## config.mk

```make
export PLATFORM = sky130hd
export DESIGN_NAME = z80_rom_ctrl_flat
export DESIGN_NICKNAME = d
export VERILOG_FILES = /design/src/rtl/z80_rom_ctrl_if.sv /design/src/rtl/z80_rom_ctrl.sv /design/src/flat_wrapper.sv
export SDC_FILE = /design/constraint.sdc
export NUM_CORES = 1
export LEC_CHECK = 0
export BUFFER_PORTS_ARGS = -buffer_cell sky130_fd_sc_hd__buf_2
export CAP_MARGIN = 20
export CORE_ASPECT_RATIO = 1.75
export CORE_UTILIZATION = 45
export DETAILED_ROUTE_END_ITERATION = 7
export PLACE_DENSITY = 0.83
export SETUP_SLACK_MARGIN = 0.05
export SLEW_MARGIN = 40
export SYNTH_ARGS = -nofsm -noshare
export SYNTH_HDL_FRONTEND = slang
export SYNTH_SLANG_ARGS = --single-unit
```

## constraint.sdc

```tcl
create_clock -name clk -period 2 [get_ports clk]
set_input_delay 0.2 -clock clk [delete_from_list [all_inputs] [get_ports clk]]
set_output_delay 0.2 -clock clk [all_outputs]
set_load 0.1 [all_outputs]
```

## src/rtl/z80_rom_ctrl_if.sv

```systemverilog
// Bus bundle between the Z80 CPU side, the controller and the synchronous ROM.
// The controller connects through the slave modport. The environment (CPU and ROM)
// connects through the master modport.
interface z80_rom_ctrl_if #(
  parameter int ADDR_W = 14
);
  logic [15:0]       cpu_addr;
  logic              cpu_mreq_n;
  logic              cpu_rd_n;
  logic              cpu_wr_n;
  logic              cpu_wait_n;
  logic [7:0]        cpu_dout;
  logic              cpu_dout_oe;
  logic              rom_ena;
  logic [ADDR_W-1:0] rom_addr;
  logic [7:0]        rom_dout;
  logic              wr_err;

  modport slave (
    input  cpu_addr, cpu_mreq_n, cpu_rd_n, cpu_wr_n, rom_dout,
    output cpu_wait_n, cpu_dout, cpu_dout_oe, rom_ena, rom_addr, wr_err
  );

  modport master (
    output cpu_addr, cpu_mreq_n, cpu_rd_n, cpu_wr_n, rom_dout,
    input  cpu_wait_n, cpu_dout, cpu_dout_oe, rom_ena, rom_addr, wr_err
  );
endinterface

```

## src/rtl/z80_rom_ctrl.sv

```systemverilog
// Z80 bus to synchronous ROM read controller.
// It decodes reads in a fixed window and strobes the ROM with the live CPU address.
// It stalls the CPU through the one-cycle ROM latency plus optional wait states.
// It then holds the captured byte on the read path until the strobe is released.
// Writes into the window raise a single-cycle wr_err pulse.
module z80_rom_ctrl #(
  parameter int          ADDR_W      = 14,
  parameter logic [15:0] BASE_ADDR   = 16'h0000,
  parameter int          WAIT_STATES = 0
) (
  input logic            clk,
  input logic            rst_n,
  z80_rom_ctrl_if.slave  bus
);

  if (ADDR_W < 1 || ADDR_W > 16) begin : g_bad_addr_w
    $fatal(1, "z80_rom_ctrl: ADDR_W must be 1..16");
  end
  if ((32'(BASE_ADDR) % (32'd1 << ADDR_W)) != 0) begin : g_bad_base
    $fatal(1, "z80_rom_ctrl: BASE_ADDR not aligned to the window size");
  end
  if (WAIT_STATES < 0 || WAIT_STATES > 15) begin : g_bad_ws
    $fatal(1, "z80_rom_ctrl: WAIT_STATES must be 0..15");
  end

  localparam logic [3:0] WS_LOAD = 4'(WAIT_STATES);

  typedef enum logic [1:0] {S_IDLE, S_FETCH, S_WAIT, S_HOLD} state_t;

  state_t            state, state_nxt;
  logic [3:0]        cnt, cnt_nxt;
  logic [7:0]        data_q;
  logic              wreq_q;
  logic [ADDR_W-1:0] addr_q;

  logic hit, req, wreq;

  // With ADDR_W = 16 both shifts yield zero, so every address hits.
  assign hit  = ((bus.cpu_addr >> ADDR_W) == (BASE_ADDR >> ADDR_W));
  assign req  = hit & ~bus.cpu_mreq_n & ~bus.cpu_rd_n;
  assign wreq = hit & ~bus.cpu_mreq_n & ~bus.cpu_wr_n;

  // State and wait-counter registers.
  always_ff @(posedge clk or negedge rst_n) begin
    if (!rst_n) begin
      state <= S_IDLE;
      cnt   <= '0;
    end else begin
      state <= state_nxt;
      cnt   <= cnt_nxt;
    end
  end

  // Next-state logic. Any cycle without req sends the access back to idle.
  always_comb begin
    state_nxt = state;
    cnt_nxt   = cnt;
    case (state)
      S_IDLE: begin
        if (req) state_nxt = S_FETCH;
      end
      S_FETCH: begin
        if (!req) begin
          state_nxt = S_IDLE;
        end else if (WAIT_STATES == 0) begin
          state_nxt = S_HOLD;
        end else begin
          state_nxt = S_WAIT;
          cnt_nxt   = WS_LOAD;
        end
      end
      S_WAIT: begin
        if (!req) begin
          state_nxt = S_IDLE;
          cnt_nxt   = '0;
        end else begin
          cnt_nxt = cnt - 4'd1;
          if (cnt == 4'd1) state_nxt = S_HOLD;
        end
      end
      S_HOLD: begin
        if (!req) state_nxt = S_IDLE;
      end
      default: begin
        state_nxt = S_IDLE;
        cnt_nxt   = '0;
      end
    endcase
  end

  // ROM output is valid during FETCH. Latch it as the CPU read data.
  always_ff @(posedge clk or negedge rst_n) begin
    if (!rst_n) begin
      data_q <= 8'h00;
    end else if (state == S_FETCH) begin
      data_q <= bus.rom_dout;
    end
  end

  // Registered copy of the write request, used for rising-edge detection.
  always_ff @(posedge clk or negedge rst_n) begin
    if (!rst_n) begin
      wreq_q <= 1'b0;
    end else begin
      wreq_q <= wreq;
    end
  end

  // Track the CPU address while idle, so the ROM address freezes once an access starts.
  always_ff @(posedge clk) begin
    if (state == S_IDLE) addr_q <= bus.cpu_addr[ADDR_W-1:0];
  end

  // The bus-facing outputs are combinational. Gating with rst_n forces reset values at once.
  assign bus.rom_ena     = rst_n & req & (state == S_IDLE);
  assign bus.rom_addr    = (state == S_IDLE) ? bus.cpu_addr[ADDR_W-1:0] : addr_q;
  assign bus.cpu_wait_n  = ~(rst_n & req & (state != S_HOLD));
  assign bus.cpu_dout_oe = rst_n & req & (state == S_HOLD);
  assign bus.cpu_dout    = data_q;
  assign bus.wr_err      = rst_n & wreq & ~wreq_q;

endmodule

```

## src/flat_wrapper.sv

```systemverilog
// flat-port wrapper written by rule: the top's interface ports become plain ports
module z80_rom_ctrl_flat 
#(
  parameter int          ADDR_W      = 14,
  parameter logic [15:0] BASE_ADDR   = 16'h0000,
  parameter int          WAIT_STATES = 0
)
  (clk, rst_n, bus_cpu_addr, bus_cpu_mreq_n, bus_cpu_rd_n, bus_cpu_wr_n, bus_rom_dout, bus_cpu_wait_n, bus_cpu_dout, bus_cpu_dout_oe, bus_rom_ena, bus_rom_addr, bus_wr_err);
  z80_rom_ctrl_if #(.ADDR_W(ADDR_W)) bus_i ();
  input logic clk;
  input logic rst_n;
  input wire logic [$bits(bus_i.cpu_addr)-1:0] bus_cpu_addr;
  input wire logic [$bits(bus_i.cpu_mreq_n)-1:0] bus_cpu_mreq_n;
  input wire logic [$bits(bus_i.cpu_rd_n)-1:0] bus_cpu_rd_n;
  input wire logic [$bits(bus_i.cpu_wr_n)-1:0] bus_cpu_wr_n;
  input wire logic [$bits(bus_i.rom_dout)-1:0] bus_rom_dout;
  output wire logic [$bits(bus_i.cpu_wait_n)-1:0] bus_cpu_wait_n;
  output wire logic [$bits(bus_i.cpu_dout)-1:0] bus_cpu_dout;
  output wire logic [$bits(bus_i.cpu_dout_oe)-1:0] bus_cpu_dout_oe;
  output wire logic [$bits(bus_i.rom_ena)-1:0] bus_rom_ena;
  output wire logic [$bits(bus_i.rom_addr)-1:0] bus_rom_addr;
  output wire logic [$bits(bus_i.wr_err)-1:0] bus_wr_err;
  assign bus_i.cpu_addr = bus_cpu_addr;
  assign bus_i.cpu_mreq_n = bus_cpu_mreq_n;
  assign bus_i.cpu_rd_n = bus_cpu_rd_n;
  assign bus_i.cpu_wr_n = bus_cpu_wr_n;
  assign bus_i.rom_dout = bus_rom_dout;
  assign bus_cpu_wait_n = bus_i.cpu_wait_n;
  assign bus_cpu_dout = bus_i.cpu_dout;
  assign bus_cpu_dout_oe = bus_i.cpu_dout_oe;
  assign bus_rom_ena = bus_i.rom_ena;
  assign bus_rom_addr = bus_i.rom_addr;
  assign bus_wr_err = bus_i.wr_err;
  z80_rom_ctrl #(.ADDR_W(ADDR_W), .BASE_ADDR(BASE_ADDR), .WAIT_STATES(WAIT_STATES)) u_core (.clk(clk), .rst_n(rst_n), .bus(bus_i));
endmodule
```

# Word-level counts from Yosys, hierarchy flattened
# Index checks and enable logic that the tools add are counted.
[classes]
n_eq_ne = 8
n_bitwise = 14
muxes = 8
n_reduce_logical = 3
addsub = 1
[ops]
columns = ["cell", "count"]
rows = [
  ["$logic_not A16 Y1", 1],
  ["$mux W14", 1],
  ["$mux W2", 5],
  ["$and A1 B1 Y1", 9],
  ["$pmux W2 S4", 1],
  ["$not A1 Y1", 5],
  ["$eq A2 B2 Y1 const B", 2],
  ["$eq A4 B1 Y1 const B", 1],
  ["$mux W4", 1],
  ["$ne A2 B2 Y1 const B", 2],
  ["$sub A4 B1 Y4 const B", 1],
  ["$ne A3 B3 Y1 const B", 1],
  ["$reduce_and A3 Y1", 1],
  ["$eq A2 B1 Y1 const B", 1],
  ["$logic_not A2 Y1", 1],
  ["$ne A2 B1 Y1 const B", 1],
]
[totals]
register_bits = 29
wordCells = 39
output_inout_bits = 26

# Longest topological paths before layout
[logic_depth]
ltp_word = 6
mapped_depth = 6

# Worst setup path before layout
# No wires, ideal clock.
[synth_path]
kind = "reg-to-output"
start = "register u_core.state[0]"
end = "output bus_rom_ena"
slack_ns = -0.065
path_stages_with_launch = 6
t_arrival_ns = 1.865
cell_sequence = "dfrtp_1 -> inv_1 -> ha_1 -> clkbuf_1 -> buf_6 -> and3_1"
[synth_via]
elab_chain_len = 2
[synth_rtl]
columns = ["item", "line_no", "text"]
rows = [
  ["start: declaration", "z80_rom_ctrl.sv:30", "state_t state, state_nxt;"],
  ["start signal: assignment", "z80_rom_ctrl.sv:49", "state <= state_nxt;"],
  ["$logic_not A2 Y1", "z80_rom_ctrl.sv:115", "assign bus.rom_ena = rst_n & req & (state == S_IDLE);"],
  ["$and A1 B1 Y1", "z80_rom_ctrl.sv:115", ""],
  ["end: declaration", "flat_wrapper.sv:20", "output wire logic [$bits(bus_i.rom_ena)-1:0] bus_rom_ena;"],
]
# No other way between the ends.

# Final worst setup path
[layout_path]
start = "register u_core.state[1]"
end = "output bus_rom_addr[2]"
[layout_via]
elab_chain_len = 2
[layout_rtl]
columns = ["item", "line_no", "text"]
rows = [
  ["$logic_not A2 Y1", "z80_rom_ctrl.sv:116", "assign bus.rom_addr = (state == S_IDLE) ? bus.cpu_addr[ADDR_W-1:0] : addr_q;"],
  ["$mux W14", "z80_rom_ctrl.sv:116", ""],
  ["end: declaration", "flat_wrapper.sv:21", "output wire logic [$bits(bus_i.rom_addr)-1:0] bus_rom_addr;"],
]
# No other way between the ends.

==> impl_metrics.sql <==
INSERT INTO impl_metrics (metric_group, metric, value, unit) VALUES
('setup_path', 'worst_r2r_startpoint', 'u_core.cnt[1]', ''),
('timing', 'post-route-period-util', '94.4', '%'),
('timing', 'final-setup-viol-count', '0', ''),
('job', 'maxCapViolCount', '0', ''),
('synth', 'synth_seq_area_share', '53.8', '%'),
('cells_and_area', 'insertedDiodeCount', '0', ''),
('timing', 'rsz0062_at_grt', 'false', ''),
('clock_tree', 'ctsHtreeMaxLevel', '2', ''),
('global_routing', 'wire_length_of_the_first_global_routing_pass', '4.08', 'mm'),
('die', 'floorplan.die.height', '70.8', 'um'),
('timing', 'tightestPinTransition', '0.681', 'ns'),
('timing', 'post-route-min-period', '1.89', 'ns'),
('drt', 'routedWlPerCell', '15.5', 'um'),
('drt', 'drt-vias-per-instance', '5.27', ''),
('timing', 'relSlewSlack', '54.4', '%'),
('global_routing', 'antenna_found_initial', '0', ''),
('timing', 'report.final.hold_viol_count', '0', ''),
('setup_path', 'crit_family', 'buffers and inverters', ''),
('setup_path', 'critical_path.max_stage_delay', '0.41', 'ns'),
('clock_tree', 'cts_tree', 'built', ''),
('global_routing', 'track_usage', '21.4', '%'),
('place', 'finalWeightedCongestion', '0.680', ''),
('cells_and_area', 'syn2layout_area_growth', '45.9', '%'),
('min_path', 'hold_path_depth', '2', ''),
('synth', 'syn_area', '1220', 'um^2'),
('setup_path', 'path_max_fanout', '9', ''),
('setup_path', 'critPathRequiredTime', '1.80', 'ns'),
('synth', 'count_of_warnings_emitted_by_yosys', '0', ''),
('setup_path', 'critical-path-slowest-cell', 'sky130_fd_sc_hd__dfrtp_1', ''),
('timing', 'max_freq', '530', 'MHz'),
('clock_tree', 'clk_transition_reported_paths', '0.06', 'ns'),
('clock_tree', 'clock_root_buffer', 'sky130_fd_sc_hd__clkbuf_8', ''),
('drt', 'drc', '0', ''),
('drt', 'dr_total_vias', '948', ''),
('global_routing', 'grt_max_degree', '19', ''),
('clock_tree', 'clk-insertion-delay-late', '0.29', 'ns'),
('min_path', 'hold_path_class', 'in -> reg', ''),
('cells_and_area', 'ratio_of_cells_with_drive_above_1_in_the_final_layout', '61.7', '%'),
('cells_and_area', 'fill_cells', '198', ''),
('synth', 'synthDominantCellAreaShare', '30.8', '%'),
('synth', 'synth_area_leaders', 'sky130_fd_sc_hd__dfrtp_1, sky130_fd_sc_hd__dfxtp_1, sky130_fd_sc_hd__mux2_2', ''),
('clock_tree', 'clockBufferDepth', '2', ''),
('synth', 'syn_area_per_cell', '13.4', 'um^2'),
('global_routing', 'grt-ovfl-total', '0', ''),
('clock_tree', 'cts_buf_count', '5', ''),
('drt', 'routed_wl', '2.79', 'mm'),
('die', 'ioPinCount', '55', ''),
('cells_and_area', 'layout.cells.most_common', 'sky130_fd_sc_hd__buf_2', ''),
('setup_path', 'worst-setup-path-type', 'reg -> out', ''),
('min_path', 'min_from', 'bus_cpu_wr_n', ''),
('setup_path', 'reg2reg_to', 'u_core.state[1]', ''),
('die', 'floorplan_die_width', '41.3', 'um'),
('timing', 'max_transition_viols_final', '0', ''),
('die', 'start_util', '48.3', '%'),
('place', 'place.port_buffers', '54', ''),
('timing', 'clock_skew', '0.00541', 'ns'),
('synth', 'yosys_register_bits', '29', ''),
('clock_tree', 'clkSinkCount', '29', ''),
('cells_and_area', 'layout_common_cells', 'sky130_fd_sc_hd__buf_2, sky130_fd_sc_hd__mux2_2, sky130_fd_sc_hd__dfrtp_1', ''),
('setup_path', 'critical_path.endpoint_type', 'output port', ''),
('drt', 'detailedRoute.firstIterationViolations', '14', ''),
('cells_and_area', 'nNetsFinal', '188', ''),
('die', 'design.core.area', '2520', 'um^2'),
('synth', 'synth_fp_nets', '126', ''),
('synth', 'syn-instance-count', '91', ''),
('synth', 'synth.distinct_cells', '24', ''),
('setup_path', 'ff2ff_path_depth', '5', ''),
('drt', 'postRouteAntennaNets', '0', ''),
('setup_path', 'path_buf_inv', '3', ''),
('timing', 'setup-tns-final', '0', 'ns'),
('die', 'std_cell_rows', '24', ''),
('setup_path', 'reg2reg_setup_slack', '0.30', 'ns'),
('outcome', 'outcome', 'finished clean', ''),
('die', 'die_area', '2930', 'um^2'),
('setup_path', 'worst_ep_arrival_time', '1.69', 'ns'),
('global_routing', 'first_global_vias', '1006', ''),
('setup_path', 'worstSetupStartpointType', 'flip-flop', ''),
('clock_tree', 'cts_setup_buffers', '0', ''),
('setup_path', 'cells_along_the_critical_path', 'inv_1 > ha_4 > clkbuf_16 > mux2_2 > buf_6', ''),
('place', 'dp_hpwl', '1.81', 'mm'),
('synth', 'synth.largest_area_cell', 'sky130_fd_sc_hd__dfrtp_1', ''),
('drt', 'dr.pass1.iters', '2', ''),
('min_path', 'worst_hold_path.endpoint', 'u_core.wreq_q', '');
==> final cells by class <==
| class | instances | area, um^2 | area share (%) |
|---|---|---|---|
| well taps | 26 | 32.5 | 1.83 |
| inverters | 5 | 18.8 | 1.06 |
| clock inverters | 1 | 5.00 | 0.281 |
| multi-input cells | 54 | 539 | 30.3 |
| clock buffers | 7 | 96.3 | 5.42 |
| repair buffers | 58 | 430 | 24.2 |
| flip-flops and latches | 29 | 656 | 36.9 |
==> state kept, by name, summed over array words and instances, names as in the netlist <==
signal,flops
u_core.wreq_q,1
u_core.addr_q,14
u_core.state,2
u_core.bus.cpu_dout,8
u_core.cnt,4
==> synthesized netlist by cell type <==
cell                        number
sky130_fd_sc_hd__mux2_2         22
sky130_fd_sc_hd__dfrtp_1        15
sky130_fd_sc_hd__dfxtp_1        14
sky130_fd_sc_hd__ha_1            6
sky130_fd_sc_hd__o21ai_0         6
sky130_fd_sc_hd__inv_1           5
sky130_fd_sc_hd__and3_1          2
sky130_fd_sc_hd__clkbuf_1        2
sky130_fd_sc_hd__nand2b_1        2
sky130_fd_sc_hd__nand3b_1        2
sky130_fd_sc_hd__o2bb2ai_1       2
sky130_fd_sc_hd__a211oi_4        1
sky130_fd_sc_hd__and3b_1         1
sky130_fd_sc_hd__buf_6           1
sky130_fd_sc_hd__mux2i_1         1
sky130_fd_sc_hd__nand2_1         1
sky130_fd_sc_hd__nand3_1         1
sky130_fd_sc_hd__nor2_1          1
sky130_fd_sc_hd__nor3_1          1
sky130_fd_sc_hd__nor4_1          1
sky130_fd_sc_hd__nor4_4          1
sky130_fd_sc_hd__o32a_2          1
sky130_fd_sc_hd__or3b_2          1
sky130_fd_sc_hd__or4_4           1
==> per-stage QoR <==
step | instances | instance area [um^2] | hold WS [ns] | utilization, % | setup WS (ns)
2_1_floorplan | 91 | 1220 | -0.0956 | - | 0.154
3_3_place_gp | 170 | 1530 | 0.132 | 60.8 | 0.314
3_5_place_dp | 170 | 1530 | 0.142 | 60.8 | 0.263
4_1_cts | 179 | 1710 | 0.0745 | 67.7 | 0.0502
5_1_grt | 180 | 1780 | 0.0886 | 70.5 | 0.0510
6_report | 180 | 1780 | 0.0820 | 70.5 | 0.112
==> kinds of logic after synthesis <==
family / synth area share, %
DFF: 53.8
adders and majority gates: 6.16
buffers and inverters: 3.08
muxes: 21.2
AOI/OAI and AO/OA: 6.47
and+or+nand+nor: 9.34
==> how the worst max path moves through the flow <==
stage,from,to,slack (ns),cells past startpoint
after floorplan,u_core.state[0],u_core.addr_q[10],0.15,5
after global placement,u_core.state[0],bus_rom_addr[2],0.31,5
after detailed placement,u_core.state[1],bus_rom_addr[6],0.26,5
after CTS,u_core.state[1],bus_rom_addr[4],0.05,5
after global routing,u_core.state[1],bus_rom_addr[3],0.05,5
final,u_core.state[1],bus_rom_addr[2],0.11,5
==> what timing repair did <==
| action | CTS | global route |
|---|---|---|
| hold buffers | 1 | 0 |
| resized for setup | 21 | 12 |
| endpoints found under the setup margin | 14 | 14 |
| gates cloned | 0 | 1 |
| endpoints found under the hold margin | 15 | 0 |
==> routing by layer <==
metal,share of wire (%),global-route usage (%)
met5,0,0
met4,4.0,16.5
met2,56,36.3
met1,33,18.6
met3,7.4,5.96
Power is not shown: default switching activity piles up to over one toggle a cycle in this logic, so the estimate is an artifact.
